`src/rtl/week_5_pkg.sv`:
```
// Shared types and default sizes for the week-5 decoder FIFO.
package week_5_pkg;
  localparam int DEPTH_DEF = 4;
  localparam int CNT_W_DEF = 8;

  typedef logic [1:0] code_t;
  typedef logic [3:0] onehot_t;
endpackage

```
`src/rtl/week_5_decoder_2to4.sv`:
```
// 2-to-4 one-hot decoder; the inverse of the week-4 4-to-2 encoder.
module week_5_decoder_2to4
  import week_5_pkg::*;
(
  input  code_t   in,
  output onehot_t out
);
  // Bit k of the result is set for code k.
  assign out = onehot_t'(4'b0001 << in);
endmodule

```
`src/rtl/week_5_decoder_fifo.sv`:
```
// Small FIFO of 2-bit codes presenting the head entry one-hot decoded,
// with saturating per-code counters that count delivered entries.
module week_5_decoder_fifo
  import week_5_pkg::*;
#(
  parameter int DEPTH = DEPTH_DEF,
  parameter int CNT_W = CNT_W_DEF
) (
  input  logic                     clk,
  input  logic                     rst,
  input  logic [1:0]               in_code,
  input  logic                     in_valid,
  output logic                     in_ready,
  output logic [3:0]               out_onehot,
  output logic                     out_valid,
  input  logic                     out_ready,
  output logic [$clog2(DEPTH):0]   level,
  input  logic                     cnt_clr,
  output logic [4*CNT_W-1:0]       hit_count
);
  localparam int AW = $clog2(DEPTH);
  localparam int LW = AW + 1;

  code_t            mem [DEPTH];
  logic [AW-1:0]    head, tail;
  logic [LW-1:0]    lvl;
  logic             push, pop;
  code_t            head_code;
  onehot_t          dec;

  // Full blocks pushes outright, even when a pop frees a slot this cycle.
  assign in_ready  = (lvl != LW'(DEPTH)) && !rst;
  assign out_valid = (lvl != '0);
  assign push      = in_valid && in_ready;
  assign pop       = out_valid && out_ready;
  assign level     = lvl;
  assign head_code = mem[head];

  week_5_decoder_2to4 u_dec (
    .in  (head_code),
    .out (dec)
  );

  // Stale storage behind an empty buffer must never leak onto the output.
  assign out_onehot = out_valid ? dec : '0;

  // Storage carries no reset; only entries below level are ever observed.
  always_ff @(posedge clk) begin
    if (push) mem[tail] <= in_code;
  end

  // Pointers wrap naturally since DEPTH is a power of two.
  always_ff @(posedge clk) begin
    if (rst) begin
      head <= '0;
      tail <= '0;
      lvl  <= '0;
    end else begin
      if (push) tail <= tail + AW'(1);
      if (pop)  head <= head + AW'(1);
      case ({push, pop})
        2'b10:   lvl <= lvl + LW'(1);
        2'b01:   lvl <= lvl - LW'(1);
        default: lvl <= lvl;
      endcase
    end
  end

  for (genvar k = 0; k < 4; k++) begin : g_cnt
    logic [CNT_W-1:0] c;

    // Count pops of code k, sticking at all-ones; clear beats increment.
    always_ff @(posedge clk) begin
      if (rst || cnt_clr)
        c <= '0;
      else if (pop && head_code == code_t'(k) && c != '1)
        c <= c + CNT_W'(1);
    end

    assign hit_count[k*CNT_W +: CNT_W] = c;
  end
endmodule

```
`config.mk`:
```
export PLATFORM = sky130hd
export DESIGN_NAME = week_5_decoder_fifo
export DESIGN_NICKNAME = d
export VERILOG_FILES = /design/src/rtl/week_5_pkg.sv /design/src/rtl/week_5_decoder_2to4.sv /design/src/rtl/week_5_decoder_fifo.sv
export SDC_FILE = /design/constraint.sdc
export NUM_CORES = 1
export LEC_CHECK = 0
export BUFFER_PORTS_ARGS = -buffer_cell sky130_fd_sc_hd__buf_2
export CORE_ASPECT_RATIO = 0.5
export CORE_MARGIN = 2
export CORE_UTILIZATION = 30
export CTS_CLUSTER_DIAMETER = 50
export CTS_CLUSTER_SIZE = 10
export DETAILED_ROUTE_END_ITERATION = 8
export PLACE_DENSITY = 0.54
export SETUP_SLACK_MARGIN = 0.02
export SLEW_MARGIN = 20
export SYNTH_ARGS = -nofsm -noshare
export SYNTH_HDL_FRONTEND = slang
export SYNTH_SLANG_ARGS = --single-unit
```
`constraint.sdc`:
```
create_clock -name clk -period 2.85 [get_ports clk]
set_input_delay 0.7125 -clock clk [delete_from_list [all_inputs] [get_ports clk]]
set_output_delay 0.7125 -clock clk [all_outputs]
set_load 0.03 [all_outputs]
```
; ---- Yosys cells after proc, flatten, opt, wreduce, memory -nomap -nowiden
; Memory sizes are Yosys's and may differ from the RTL's. A register that Yosys moved wholly into a read port is not among the register bits.
; Index checks and enable logic that the tools add are counted.
[classes]
n_reduce_logical = 16
mux = 6
add_sub_neg = 8
eq_ne = 10
shift = 1
[op_table]
columns = cell, n
row1 = "adder 8 x 1 -> 8 bit, second input constant", 4
row2 = "!= test 8 bit, second input constant", 4
row3 = logical AND 1 bit, 11
row4 = "equality test 2 bit, second input constant", 3
row5 = case mux 3 bit (2 select lines), 1
row6 = "adder 2 x 1 -> 2 bit, second input constant", 2
row7 = "equality test 2 x 1 -> 1 bit, second input constant", 2
row8 = two-way mux 2 bit, 2
row9 = two-way mux 4 bit, 1
row10 = "left shift 1 x 2 -> 4 bit, first input constant", 1
row11 = "adder 3 x 1 -> 3 bit, second input constant", 1
row12 = "!= test 3 bit, second input constant", 1
row13 = nonzero test 3 bit, 1
row14 = "subtractor 3 x 1 -> 3 bit, second input constant", 1
row15 = logical NOT 2 bit, 1
row16 = two-way mux 1 bit, 2
row17 = nonzero test 2 bit, 1
row18 = logical NOT 1 bit, 1
row19 = logical OR 1 bit, 1
[totals]
mem_count = 1
regBits = 39
ram_bits = 8
wordCells = 49
[memory_table]
columns = name, depth, word_bits, rd, rd_clocked_by_memory_dff, wr, line
row1 = mem, 4, 2, 1, 1, 1, week_5_decoder_fifo.sv:24  ; code_t mem [DEPTH];

; ---- Depth between registers and ports, before layout
[depth]
ltp_word = 5
ltp_mapped = 9
depth_no_buf = 9

; ---- By module
; A second synthesis with hierarchy kept.
[unflattened]
cells_unflattened = 274
area_unflattened_um2 = 2476.1
[by_module_without_submodules]
columns = module, n_inst, area_each_um2, seq_area_each_um2, cells_each
row1 = week_5_decoder_fifo, 1, 2449.8, 1061.0, 270
row2 = week_5_decoder_2to4, 1, 26.3, 0.0, 4

; ---- Worst setup path before layout
; Ideal clock, no wire load.
[synth_timing]
kind = reg2out
from = register (tool-made name)
to = output port out_onehot[1]
required_ns = 2.138
arrival_time_ns = 1.817
slack_ns = 0.320
path_buffers = 1
path_stages_with_launch = 4
cell_sequence = dfxtp_1 -> mux4_2 -> buf_2 -> nor3b_1
[synth_lines]
columns = element, line
row1 = to (decl), week_5_decoder_fifo.sv:14  ; output logic [3:0] out_onehot,

==> flow_summary.html <==
<table>
<tr><th>Metric</th><th>Value</th></tr>
<tr><th colspan="2">Synthesis</th></tr>
<tr><td>Sequential share of the synthesized area</td><td>0.434</td></tr>
<tr><td>Warnings, synthesis</td><td>0</td></tr>
<tr><td>Post-synth EDFFs</td><td>8</td></tr>
<tr><td>Cells after Synth</td><td>269</td></tr>
<tr><td>Largest cells by area after synthesis</td><td>dfxtp_1 34%, edfxtp_1 9.8%, ha_1 4.6%</td></tr>
<tr><td>Synth Net Count</td><td>between 200 and 300</td></tr>
<tr><td>Synth cell types</td><td>46</td></tr>
<tr><td>Dominant register cell in the synthesized netlist</td><td>dfxtp_1</td></tr>
<tr><td>Async set-reset flop share out of synthesis</td><td>0</td></tr>
<tr><td>Total standard cell area after synthesis</td><td>between 0.002 and 0.0025 mm^2</td></tr>
<tr><td>Synth Area per Inst</td><td>9.10 um^2</td></tr>
<tr><td>Fraction of post-synthesis cell area in the top cell type by area</td><td>0.335</td></tr>
<tr><td>Flop and latch count out of synthesis</td><td>49</td></tr>
<tr><td>Cell type with the largest total area after synthesis</td><td>dfxtp_1</td></tr>
<tr><th colspan="2">Die</th></tr>
<tr><td>Die footprint</td><td>0.00894 mm^2</td></tr>
<tr><td>Y dimension of the die</td><td>~68 um</td></tr>
<tr><td>Width of the die</td><td>~130 um</td></tr>
<tr><td>IO Count</td><td>48</td></tr>
<tr><td>Starting density of the core</td><td>0.307</td></tr>
<tr><td>Core Region</td><td>roughly 0.0080 mm^2</td></tr>
<tr><td>Cell row count</td><td>23</td></tr>
<tr><th colspan="2">Routing</th></tr>
<tr><td>Via count</td><td>2174</td></tr>
<tr><td>Antenna viol nets, final</td><td>0</td></tr>
<tr><td>Initial DRC count</td><td>119</td></tr>
<tr><td>Drt pass-1 iters</td><td>4</td></tr>
<tr><td># DRC</td><td>0</td></tr>
<tr><td>Via count normalized by instance count</td><td>between 5 and 6</td></tr>
<tr><td>Routed wire length</td><td>approximately 5400 um</td></tr>
<tr><td>Mean routed wirelength per cell</td><td>12.5 um</td></tr>
<tr><th colspan="2">Power and ir drop</th></tr>
<tr><td>Clock group share of total power</td><td>0.367</td></tr>
<tr><td>Sequential Power Share</td><td>0.389</td></tr>
<tr><td>Internal Dissipation</td><td>between 1000 and 1500 uW</td></tr>
<tr><td>Relative contribution of combinational cells to total power</td><td>0.244</td></tr>
<tr><td>Static leakage</td><td>about 0.0011 uW</td></tr>
<tr><td>Worst IR Drop VDD</td><td>294 uV</td></tr>
<tr><td>Switching share of power</td><td>0.311</td></tr>
<tr><td>Net switching power of the design</td><td>638 uW</td></tr>
<tr><td>Power per standard cell area</td><td>683 mW/mm^2</td></tr>
<tr><th colspan="2">Finish</th></tr>
<tr><td>Synthesis-to-finish area growth</td><td>22.7%</td></tr>
<tr><td>Number of diodes added for antenna fixing</td><td>0</td></tr>
<tr><td>Fraction of final layout cells with drive strength greater than 1</td><td>0.207</td></tr>
<tr><td>Final #Nets</td><td>around 340</td></tr>
<tr><th colspan="2">Timing</th></tr>
<tr><td>RSZ-0062 raised after global routing</td><td>no</td></tr>
<tr><td>Highest clock frequency the design can meet</td><td>just over 400 MHz</td></tr>
<tr><td>Clock tree skew after final layout</td><td>approximately 0.0056 ns</td></tr>
<tr><td>Period Utilization, post-route</td><td>0.872</td></tr>
<tr><td>Number of hold violations in the final report</td><td>0</td></tr>
<tr><td>Finish-stage setup viols</td><td>0</td></tr>
<tr><td>Worst-Margin Slew</td><td>around 0.63 ns</td></tr>
<tr><td>Worst-case headroom to the max-slew limit</td><td>0.576</td></tr>
<tr><td>Final worst slack</td><td>~0.36 ns</td></tr>
<tr><td>Final sum of negative setup slack</td><td>0 ns</td></tr>
<tr><td>Final min period</td><td>approximately 2.5 ns</td></tr>
<tr><td>Number of pins exceeding their max-slew limit in the final report</td><td>0</td></tr>
<tr><th colspan="2">Clock network</th></tr>
<tr><td>Number of cells upsized or downsized after cts</td><td>0</td></tr>
<tr><td>CTS tree</td><td>done</td></tr>
<tr><td>Post-CTS clock slew at the launch and capture registers of the worst setup and hold paths</td><td>roughly 0.070 ns</td></tr>
<tr><td>Maximum number of buffers from clock root to sink</td><td>2</td></tr>
<tr><td>Buffer type at the clock tree root</td><td>clkbuf_16</td></tr>
<tr><td>CTS buffer count</td><td>5</td></tr>
<tr><td>Clock network latency to the later pin of the worst-skew pair</td><td>0.28 ns</td></tr>
<tr><td>Post-CTS setup buffer count</td><td>0</td></tr>
<tr><td>Clock sink count</td><td>49</td></tr>
<tr><td>CTS HTree Levels</td><td>2</td></tr>
<tr><td>Hold bufs inserted after CTS</td><td>0</td></tr>
<tr><th colspan="2">Placed design</th></tr>
<tr><td>Placement-stage worst setup slack</td><td>around 0.43 ns</td></tr>
<tr><td>Detailed-placement wirelength estimate</td><td>4020 um</td></tr>
<tr><td>Count of input and output buffers</td><td>47</td></tr>
<tr><td>Routability congestion estimate</td><td>0.765</td></tr>
<tr><th colspan="2">Global routing</th></tr>
<tr><td>Number of antenna violations at the first check in global routing</td><td>0</td></tr>
<tr><td>Number of global-route vias before repair</td><td>around 2000</td></tr>
<tr><td>Aggregate global-route resource usage</td><td>0.127</td></tr>
<tr><td>Pin count of the biggest net entering global routing</td><td>20</td></tr>
<tr><td>First-pass GRT wire length</td><td>approximately 9400 um</td></tr>
<tr><td>Total gr overflow</td><td>0</td></tr>
<tr><th colspan="2">Min path</th></tr>
<tr><td>Class of the worst hold path</td><td>flip-flop to flip-flop</td></tr>
<tr><td>WHS Path Cells</td><td>2</td></tr>
<tr><td>Worst hold path startpoint</td><td>g_cnt[0].c[1]</td></tr>
<tr><td>Hold path endpoint</td><td>g_cnt[0].c[1]</td></tr>
<tr><th colspan="2">Setup path</th></tr>
<tr><td>Arr. time, crit path</td><td>roughly 1.8 ns</td></tr>
<tr><td>Worst reg-to-reg setup slack</td><td>roughly 0.56 ns</td></tr>
<tr><td>Largest stage delay, worst path</td><td>0.67 ns</td></tr>
<tr><td>Required time at the endpoint of the critical path</td><td>~2.1 ns</td></tr>
<tr><td>Crit path capture type</td><td>output port</td></tr>
<tr><td>Worst flop-to-flop path endpoint</td><td>level[2]</td></tr>
<tr><td>Cell count of the worst reg-to-reg path</td><td>8</td></tr>
<tr><td>Cell with the biggest individual delay on the critical path</td><td>mux4_2</td></tr>
<tr><td>Sort of element at the start of the critical path</td><td>flip-flop</td></tr>
<tr><td>R2R Path Start</td><td>level[2]</td></tr>
<tr><td>Max Fanout on Critical Path</td><td>14</td></tr>
<tr><td>Startpoint-to-endpoint class of the critical path</td><td>flip-flop to output port</td></tr>
<tr><td>Crit-path cells</td><td>mux4_2 -&gt; nor3b_1 -&gt; buf_2</td></tr>
<tr><th colspan="2">Outcome</th></tr>
<tr><td>Status</td><td>completed</td></tr>
<tr><th colspan="2">Flow run</th></tr>
<tr><td>Max-Cap Viols</td><td>0</td></tr>
</table>
==> worst max path at each step <==
stage	from	slack, ns	end	depth (start not counted)
global route	flip-flop	0.25	out_onehot[0]	3
finish	flip-flop	0.36	out_onehot[1]	3
CTS	flip-flop	0.34	out_onehot[1]	3
global placement	rst	0.51	level[2]	9
detailed placement	rst	0.43	level[2]	9
floorplan	flip-flop	0.32	out_onehot[1]	3
==> final cells by class <==
type,instances,area (um^2)
clock buffer,5,125
clock inverter,3,65.1
fill,813,4970
inverter,14,52.6
multi-input combinational,198,1300
sequential,49,1060
tap,112,140
timing repair buffer,50,258
==> through the flow <==
stage / total power (uW) / cells / cell area (um^2) / hold WS (ns) / util
global route: 2160 / 431 / 3000 / 0.529 / 0.377
finish: 2050 / 431 / 3000 / 0.503 / 0.377
detailed placement: 1320 / 423 / 2810 / 0.495 / 0.353
floorplan: 1180 / 269 / 2450 / 0.485 / -
CTS: 2080 / 431 / 3000 / 0.504 / 0.377
global placement: 1300 / 423 / 2810 / 0.480 / 0.353
==> per-layer routing <==
| layer | track usage | up-vias | wire (um) |
|---|---|---|---|
| li1 | - | 1109 | - |
| met1 | 0.169 | 1028 | 2710 |
| met2 | 0.219 | 35 | 2510 |
| met3 | 0.0281 | 2 | 163 |
| met4 | 0.0217 | 0 | 19 |
| met5 | 0 | - | 0 |
==> flip-flops by register name, summed over array words and instances, names as in the netlist, named ones only <==
name,cells
g_cnt.c,32
mem,8
level,3
head,2
tail,2
==> Yosys cell counts, drive strengths merged, types with 6 or more instances <==
library cell and instances:
dfxtp 41, a21oi 22, nand2 21, nor2 20, nand3 14, inv 13, o21ai 12, or3 11
ha 9, edfxtp 8, nand4 8, o31ai 8, or4 8, clkbuf 6
==> critical path: cells and delay by family (launching register included) <==
family        cells  cell delay, ns
flops             1            0.38
simple gates      1            0.21
mux               1            0.67
buf+inv           1            0.23
==> cell families (layout without fill, tap and decap cells) <==
logic type / count (synthesis) / in the layout / share of synthesized area
AOI/OAI and AO/OA: 59 / 59 / 0.157
xor gates and xnor gates: 6 / 6 / 0.0215
adders and majority gates: 10 / 10 / 0.0542
buffers and inverters: 22 / 72 / 0.0348
DFF: 49 / 49 / 0.434
muxes: 5 / 5 / 0.0307
and+or+nand+nor: 118 / 118 / 0.268
==> cells in the final DEF, fill, tap and decap left out, drive strengths merged, types with 3 or more instances in the layout <==
cell type	n
buf	50
dfxtp	41
a21oi	22
nand2	21
nor2	20
nand3	14
inv	13
o21ai	12
or3	11
ha	9
or4	8
nand4	8
edfxtp	8
o31ai	8
nor3	5
and2	5
and3	5
and4	5
clkbuf	5
nor3b	5
mux2i	3
xnor2	3
xor2	3
a31oi	3
nor4	3
==> power by group through the flow <==
stage | clock [uW] | sequential [uW] | combinational (uW)
final | 753 | 799 | 500
after global routing | 799 | 808 | 554
after CTS | 771 | 799 | 506
after detailed placement | 0 | 815 | 502
after global placement | 0 | 812 | 491
after floorplan | 0 | 837 | 343
Power figures use the tool's default switching activity.
